**config.mk**
```make
export PLATFORM = sky130hd
export DESIGN_NAME = adsr_envelope
export DESIGN_NICKNAME = d
export VERILOG_FILES = /design/src/rtl/sass_pkg.sv /design/src/rtl/env_step.sv /design/src/rtl/adsr_envelope.sv
export SDC_FILE = /design/constraint.sdc
export NUM_CORES = 1
export LEC_CHECK = 0
export ABC_AREA = 1
export CORE_MARGIN = 2
export CORE_UTILIZATION = 56
export CTS_BUF_LIST = sky130_fd_sc_hd__clkbuf_2 sky130_fd_sc_hd__clkbuf_4 sky130_fd_sc_hd__clkbuf_8
export DETAILED_ROUTE_END_ITERATION = 6
export PLACE_DENSITY = 0.86
export SYNTH_ARGS = -nofsm -noshare
export SYNTH_HDL_FRONTEND = slang
export SYNTH_SLANG_ARGS = --single-unit
```
**constraint.sdc**
```tcl
create_clock -name clk -period 3.99 [get_ports clk]
set_clock_uncertainty 0.15 [all_clocks]
set_input_delay 0.5985 -clock clk [delete_from_list [all_inputs] [get_ports clk]]
set_output_delay 0.5985 -clock clk [all_outputs]
set_load 0.02 [all_outputs]
```
**src/rtl/sass_pkg.sv**
```systemverilog
// Shared definitions for the amplitude-envelope stage.
//   env_state_t : envelope phase encoding (3-bit, also exported as a debug port)
//   ENV_W_DEF   : default envelope level width
//   ENV_MAX     : full-scale envelope level for the default width
//   *_DEF       : default per-tick step sizes and sustain level
package sass_pkg;

  typedef enum logic [2:0] {
    IDLE    = 3'd0,
    ATTACK  = 3'd1,
    DECAY   = 3'd2,
    SUSTAIN = 3'd3,
    RELEASE = 3'd4
  } env_state_t;

  localparam int ENV_W_DEF         = 8;
  localparam int ENV_MAX           = (1 << ENV_W_DEF) - 1;
  localparam int ATTACK_STEP_DEF   = 16;
  localparam int DECAY_STEP_DEF    = 4;
  localparam int SUSTAIN_LEVEL_DEF = 192;
  localparam int RELEASE_STEP_DEF  = 8;

endpackage

```
**src/rtl/env_step.sv**
```systemverilog
// Saturating envelope stepper (purely combinational).
//   level      : current envelope level
//   step       : amount to add (up) or subtract (down)
//   limit      : ceiling when counting up, floor when counting down
//   up         : 1 = add toward ceiling, 0 = subtract toward floor
//   next_level : stepped level, clamped to limit
//   hit        : next_level landed on limit
module env_step #(
  parameter int W = 8
) (
  input  logic [W-1:0] level,
  input  logic [W-1:0] step,
  input  logic [W-1:0] limit,
  input  logic         up,
  output logic [W-1:0] next_level,
  output logic         hit
);

  // One extra bit catches carry out on add and borrow on subtract.
  logic [W:0] sum;
  logic [W:0] diff;

  assign sum  = {1'b0, level} + {1'b0, step};
  assign diff = {1'b0, level} - {1'b0, step};

  always_comb begin
    next_level = level;
    hit        = 1'b0;
    if (up) begin
      if (sum >= {1'b0, limit}) begin
        next_level = limit;
        hit        = 1'b1;
      end else begin
        next_level = sum[W-1:0];
      end
    end else begin
      if (diff[W] || (diff[W-1:0] <= limit)) begin
        next_level = limit;
        hit        = 1'b1;
      end else begin
        next_level = diff[W-1:0];
      end
    end
  end

endmodule

```
**src/rtl/adsr_envelope.sv**
```systemverilog
// ADSR amplitude envelope between the waveform combiner and the PWM stage.
//   clk        : system clock
//   n_rst      : asynchronous active-low reset
//   sample_now : one-cycle sample-rate tick, steps the envelope
//   gate       : note active; rising edge starts attack, falling edge releases
//   ready_in   : one-cycle strobe, sample_in valid
//   sample_in  : unsigned combined waveform
//   ready_out  : one-cycle strobe, sample_out updated (one cycle after ready_in)
//   sample_out : sample_in scaled by the envelope level
//   env_level  : current envelope level
//   env_state  : current envelope phase
module adsr_envelope
  import sass_pkg::*;
#(
  parameter int SAMPLE_W      = 9,
  parameter int ENV_W         = ENV_W_DEF,
  parameter int ATTACK_STEP   = ATTACK_STEP_DEF,
  parameter int DECAY_STEP    = DECAY_STEP_DEF,
  parameter int SUSTAIN_LEVEL = SUSTAIN_LEVEL_DEF,
  parameter int RELEASE_STEP  = RELEASE_STEP_DEF
) (
  input  logic                clk,
  input  logic                n_rst,
  input  logic                sample_now,
  input  logic                gate,
  input  logic                ready_in,
  input  logic [SAMPLE_W-1:0] sample_in,
  output logic                ready_out,
  output logic [SAMPLE_W-1:0] sample_out,
  output logic [ENV_W-1:0]    env_level,
  output logic [2:0]          env_state
);

  localparam int PROD_W = SAMPLE_W + ENV_W;

  localparam logic [ENV_W-1:0] ENV_TOP = {ENV_W{1'b1}};
  localparam logic [ENV_W-1:0] A_STEP  = ENV_W'(ATTACK_STEP);
  localparam logic [ENV_W-1:0] D_STEP  = ENV_W'(DECAY_STEP);
  localparam logic [ENV_W-1:0] R_STEP  = ENV_W'(RELEASE_STEP);
  localparam logic [ENV_W-1:0] S_LEVEL = ENV_W'(SUSTAIN_LEVEL);

  // Full scale passes the sample through untouched; otherwise keep the
  // top SAMPLE_W bits of the product (i.e. >> ENV_W, truncated).
  function automatic logic [SAMPLE_W-1:0] scale_sample(
    input logic [SAMPLE_W-1:0] s,
    input logic [ENV_W-1:0]    lvl
  );
    logic [PROD_W-1:0] prod;
    prod = PROD_W'(s) * PROD_W'(lvl);
    if (lvl == ENV_TOP) return s;
    return prod[ENV_W +: SAMPLE_W];
  endfunction

  env_state_t          state_q, state_n;
  logic [ENV_W-1:0]    level_q, level_n;
  logic                gate_q;
  logic                rise, fall;

  logic [ENV_W-1:0]    step_op, limit_op, step_next;
  logic                step_up, step_hit;

  logic [SAMPLE_W-1:0] sample_p1;
  logic                vld_p1;

  assign rise = gate & ~gate_q;
  assign fall = ~gate & gate_q;

  // Stepper operands chosen by the current phase.
  always_comb begin
    step_op  = '0;
    limit_op = '0;
    step_up  = 1'b0;
    unique case (state_q)
      ATTACK: begin
        step_op  = A_STEP;
        limit_op = ENV_TOP;
        step_up  = 1'b1;
      end
      DECAY: begin
        step_op  = D_STEP;
        limit_op = S_LEVEL;
      end
      RELEASE: begin
        step_op  = R_STEP;
        limit_op = '0;
      end
      default: ;
    endcase
  end

  env_step #(
    .W(ENV_W)
  ) u_env_step (
    .level      (level_q),
    .step       (step_op),
    .limit      (limit_op),
    .up         (step_up),
    .next_level (step_next),
    .hit        (step_hit)
  );

  // Gate edges take priority over the tick; the level is frozen on an edge.
  always_comb begin
    state_n = state_q;
    level_n = level_q;
    if (rise) begin
      state_n = ATTACK;
    end else if (fall && (state_q inside {ATTACK, DECAY, SUSTAIN})) begin
      state_n = RELEASE;
    end else if (sample_now) begin
      unique case (state_q)
        ATTACK: begin
          level_n = step_next;
          if (step_hit) state_n = DECAY;
        end
        DECAY: begin
          level_n = step_next;
          if (step_hit) state_n = SUSTAIN;
        end
        SUSTAIN: level_n = S_LEVEL;
        RELEASE: begin
          level_n = step_next;
          if (step_hit) state_n = IDLE;
        end
        default: level_n = '0;
      endcase
    end
  end

  always_ff @(posedge clk or negedge n_rst) begin
    if (!n_rst) begin
      state_q <= IDLE;
      level_q <= '0;
      gate_q  <= 1'b0;
    end else begin
      state_q <= state_n;
      level_q <= level_n;
      gate_q  <= gate;
    end
  end

  // ---- stage p1: scaled sample register, uses the level of the strobe cycle
  always_ff @(posedge clk or negedge n_rst) begin
    if (!n_rst) begin
      sample_p1 <= '0;
      vld_p1    <= 1'b0;
    end else begin
      vld_p1 <= ready_in;
      if (ready_in) sample_p1 <= scale_sample(sample_in, level_q);
    end
  end

  assign ready_out  = vld_p1;
  assign sample_out = sample_p1;
  assign env_level  = level_q;
  assign env_state  = state_q;

endmodule
```
==> impl.org <==
** Detailed routing
- In this run, the number of DRC markers left after iteration 0 of detailed routing was 314.
- Using the TritonRoute via totals, the vias-per-cell ratio works out to 5.43.
- # DRC :: 0
- Number of antenna-violating nets in the routed design :: 0
- Drt pass-1 iters :: 6
- The detailed router placed 4306 vias in this run.
- Total routed wirelength :: 12.3 mm
- Dividing the detail-routed wire length by the instance count gives 15.5 µm.

** Setup path
- Required time at the worst-slack endpoint :: 4000 ps
- The setup check on the worst reg-to-reg path leaves a slack of -80 ps.
- Reg-to-Reg Start :: env_level[4]$_DFFE_PN0P_
- Critical path arrival :: 4090 ps
- The number of cells on the worst reg-to-reg path is 19.
- R2r endpoint :: sample_out[8]$_DFFE_PN0P_
- Tracing the worst setup path back leads to its startpoint at env_level[4]$_DFFE_PN0P_.
- Cell with the largest stage delay on the worst path :: sky130_fd_sc_hd__fa_1
- The critical path is of the reg -> reg type.
- Highest net fanout along the worst path :: 4
- STA classifies the critical path startpoint as a flop.
- Stage delay of the slowest cell on the critical path :: 550 ps
- The worst setup path is captured at a flop.
- Critical path cell sequence :: buf_6 > nand2_2 > fa_1 > fa_1 > inv_2 > fa_1 > inv_2 > fa_1 > inv_2 > ha_4 > a21oi_4 > buf_6 > nand2_4 > nand3_2 > nand2_1 > nand2_1 > nand3_1 > nand2_1 > nand2_1

** Flow run
- Max-cap viol count :: 0

** Synth
- The number of nets in the synthesized netlist is 725.
- Synthesized cell area :: 4280 µm²
- Sequential elements use 12.3% of the synthesized area.
- Fraction of post-synthesis cell area in the top cell type by area :: 20.1%
- In the synthesized netlist the async set-or-reset flop fraction comes to 100%.
- During synthesis, Yosys emitted a total of 0 warnings.
- Dominant register cell in the synthesized netlist :: sky130_fd_sc_hd__dfrtp_1
- After technology mapping, the gate count stands at 614.
- Seq cells post-synth :: 21
- EDFF count, synth :: 0
- The netlist uses 44 different library cells.
- Per-instance average area after synthesis :: 6.98 µm²
- The biggest area contributor in the post-synthesis netlist is sky130_fd_sc_hd__fa_1.
- Yosys attributes the largest share of cell area to sky130_fd_sc_hd__fa_1 (20%), sky130_fd_sc_hd__ha_1 (16%), sky130_fd_sc_hd__nand2_1 (14%).

** STA
- Worst-margin pin slew :: 1040 ps
- Hold violation total from the final report :: 0
- Final number of max-transition violations :: 0
- Static timing analysis puts the maximum clock frequency at 246 MHz.
- Tightest slew margin relative to the limit :: 30.3%
- Final cycle utilization of the critical path :: 102%
- Counting I/O delays and the setup requirement, the final critical path takes 4070 ps.
- Setup violations remaining at the end of the flow were counted as 6.
- Minimum setup slack in the final design :: -82.9 ps
- Setup repair after global routing could not meet its margin everywhere.

** Status
- The checks that failed: negative setup slack.
- Outcome :: finished with violations

** CTS
- After clock tree synthesis, the clock-pin slew on the worst setup and hold paths is 90 ps.
- In this run the number of H-tree levels came out at 1.
- Clock tree buffer depth :: 2
- In this run, CTS created clock tree buffers numbering 3.
- For the worst-skew pair, the clock arrives at the later sink with an insertion delay of 270 ps.
- Clock root buffer :: sky130_fd_sc_hd__clkbuf_8
- TritonCTS clock tree :: done
- # clock sinks :: 21

** Floorplanning
- The total area inside the core boundary comes to 7330 µm².
- In this run the core area contains 31 standard-cell rows.
- Once the floorplan was initialized, standard cells occupied 58.4% of the core.
- The die is 91.5 µm wide.
- Die Height :: 91.5 µm
- Num ports :: 35
- The die covers 8360 µm².

** Layout
- Excluding fillers, the count of instances in the completed layout stands at 793.
- Fill cells in the final layout number 521.
- 0 antenna diodes ended up in the layout.
- Fraction of layout instances using a drive strength above 1 :: 25.8%
- Compared with the post-synthesis result, the final layout area differs by 28.7%.
- In the layout the commonest cells are sky130_fd_sc_hd__nand2_1 (141), sky130_fd_sc_hd__inv_1 (127), sky130_fd_sc_hd__buf_4 (59).
- Leaving out fill and tap cells, the most frequent cell in the layout is sky130_fd_sc_hd__nand2_1.
- Fin nets :: 806

** Placed design
- The count of buffers added on input and output ports is 34.
- Placed insts :: 775
- The HPWL after detailed placement is 9.44 mm.
- Routability-driven placement finished with a final weighted congestion of 0.966.

** Hold path
- The worst hold path belongs to the class reg -> reg.
- For hold timing, the worst endpoint is sample_out[0]$_DFFE_PN0P_.
- The startpoint identified for the worst hold timing path is sample_out[0]$_DFFE_PN0P_.
- Counting instances, the worst hold path has a depth of 2.

** GRT
- Vias in the first global route :: 4456
- GRT Util Overall :: 30.0%
- The number of antenna violations at the first check in global routing is 0.
- The first global-routing pass estimated 20.5 mm of wire.
- Maximum number of pins on one net before global-route repair :: 22
- Global routing finished with a remaining overflow of 0.
## synth_stat cells (all sizes together) (2+ instances only)
master,count
xor2,3
a21boi,2
inv,144
nor2,34
fa,43
nand4,8
o21ai,27
a31oi,2
ha,54
buf,8
o211ai,2
clkbuf,13
o21bai,6
dfrtp,21
clkinv,2
a21oi,23
nand3,38
nand2,170
nor3,6
## per-layer routing
metal,routed length (µm),track usage [%],vias up
met5,0,0,-
met4,435,10.6,0
met3,926,3.82,58
met2,5950,50.4,219
met1,4980,39.6,1999
li1,-,-,2030
## critical path, delay by kind of cell, from the launching register on
| kind | cells | cell delay, ps |
|---|---|---|
| buf+inv | 5 | 400 |
| flops | 1 | 460 |
| simple gates | 8 | 500 |
| fa+ha+maj | 5 | 2250 |
| compound gates | 1 | 200 |
## cell families after synthesis
family,Yosys count,share of synthesized area (%)
adders and majority gates,97,35.9
xor gates and xnor gates,4,0.818
DFF,21,12.3
buffers and inverters,167,15.3
AOI/OAI and AO/OA,65,8.74
and+or+nand+nor,260,27.0
## how the worst max path moves through the flow
stage / to / slack (ps) / cells after the start
floorplan: sample_out[8]$_DFFE_PN0P_ / -110 / 19
global placement: sample_out[4]$_DFFE_PN0P_ / -870 / 17
detailed placement: sample_out[4]$_DFFE_PN0P_ / -900 / 17
CTS: sample_out[6]$_DFFE_PN0P_ / 3 / 18
global route: sample_out[8]$_DFFE_PN0P_ / -210 / 18
finish: sample_out[8]$_DFFE_PN0P_ / -80 / 19
## per-stage QoR
step / setup WS (ps) / hold WS (ps) / util, % / TNS (ps) / cell area (µm²)
2_1_floorplan: -106 / 153 / - / -309 / 4510
3_3_place_gp: -867 / 315 / 70.0 / -6890 / 5130
4_1_cts: 2.72 / 340 / 72.7 / 0 / 5330
3_5_place_dp: -897 / 319 / 70.0 / -7350 / 5130
6_report: -82.9 / 331 / 75.2 / -310 / 5510
5_1_grt: -212 / 359 / 75.2 / -1530 / 5510
## registers in the layout, summed over array words and instances (netlist names)
name        count
env_level       7
gate_q          1
env_state       3
sample_out      9
ready_out       1
## layout make-up
class                      instances  area (µm²)  share of cell area (%)
multi-input combinational        426        3440                    62.4
timing repair buffer              97         815                    14.8
inverter                         146         552                    10.0
sequential                        21         533                    9.67
tap                               99         124                    2.25
clock buffer                       4        48.8                   0.885
## repair_timing
| item | in CTS | in global routing |
|---|---|---|
| setup endpoints to repair | 9 | 9 |
| gates resized for setup | 62 | 48 |
| pin swaps | 12 | 22 |
| hold buffers | 0 | 0 |
| setup buffers | 11 | 3 |
Power is not shown: default switching activity piles up to over one toggle a cycle in this logic, so the estimate is an artifact.
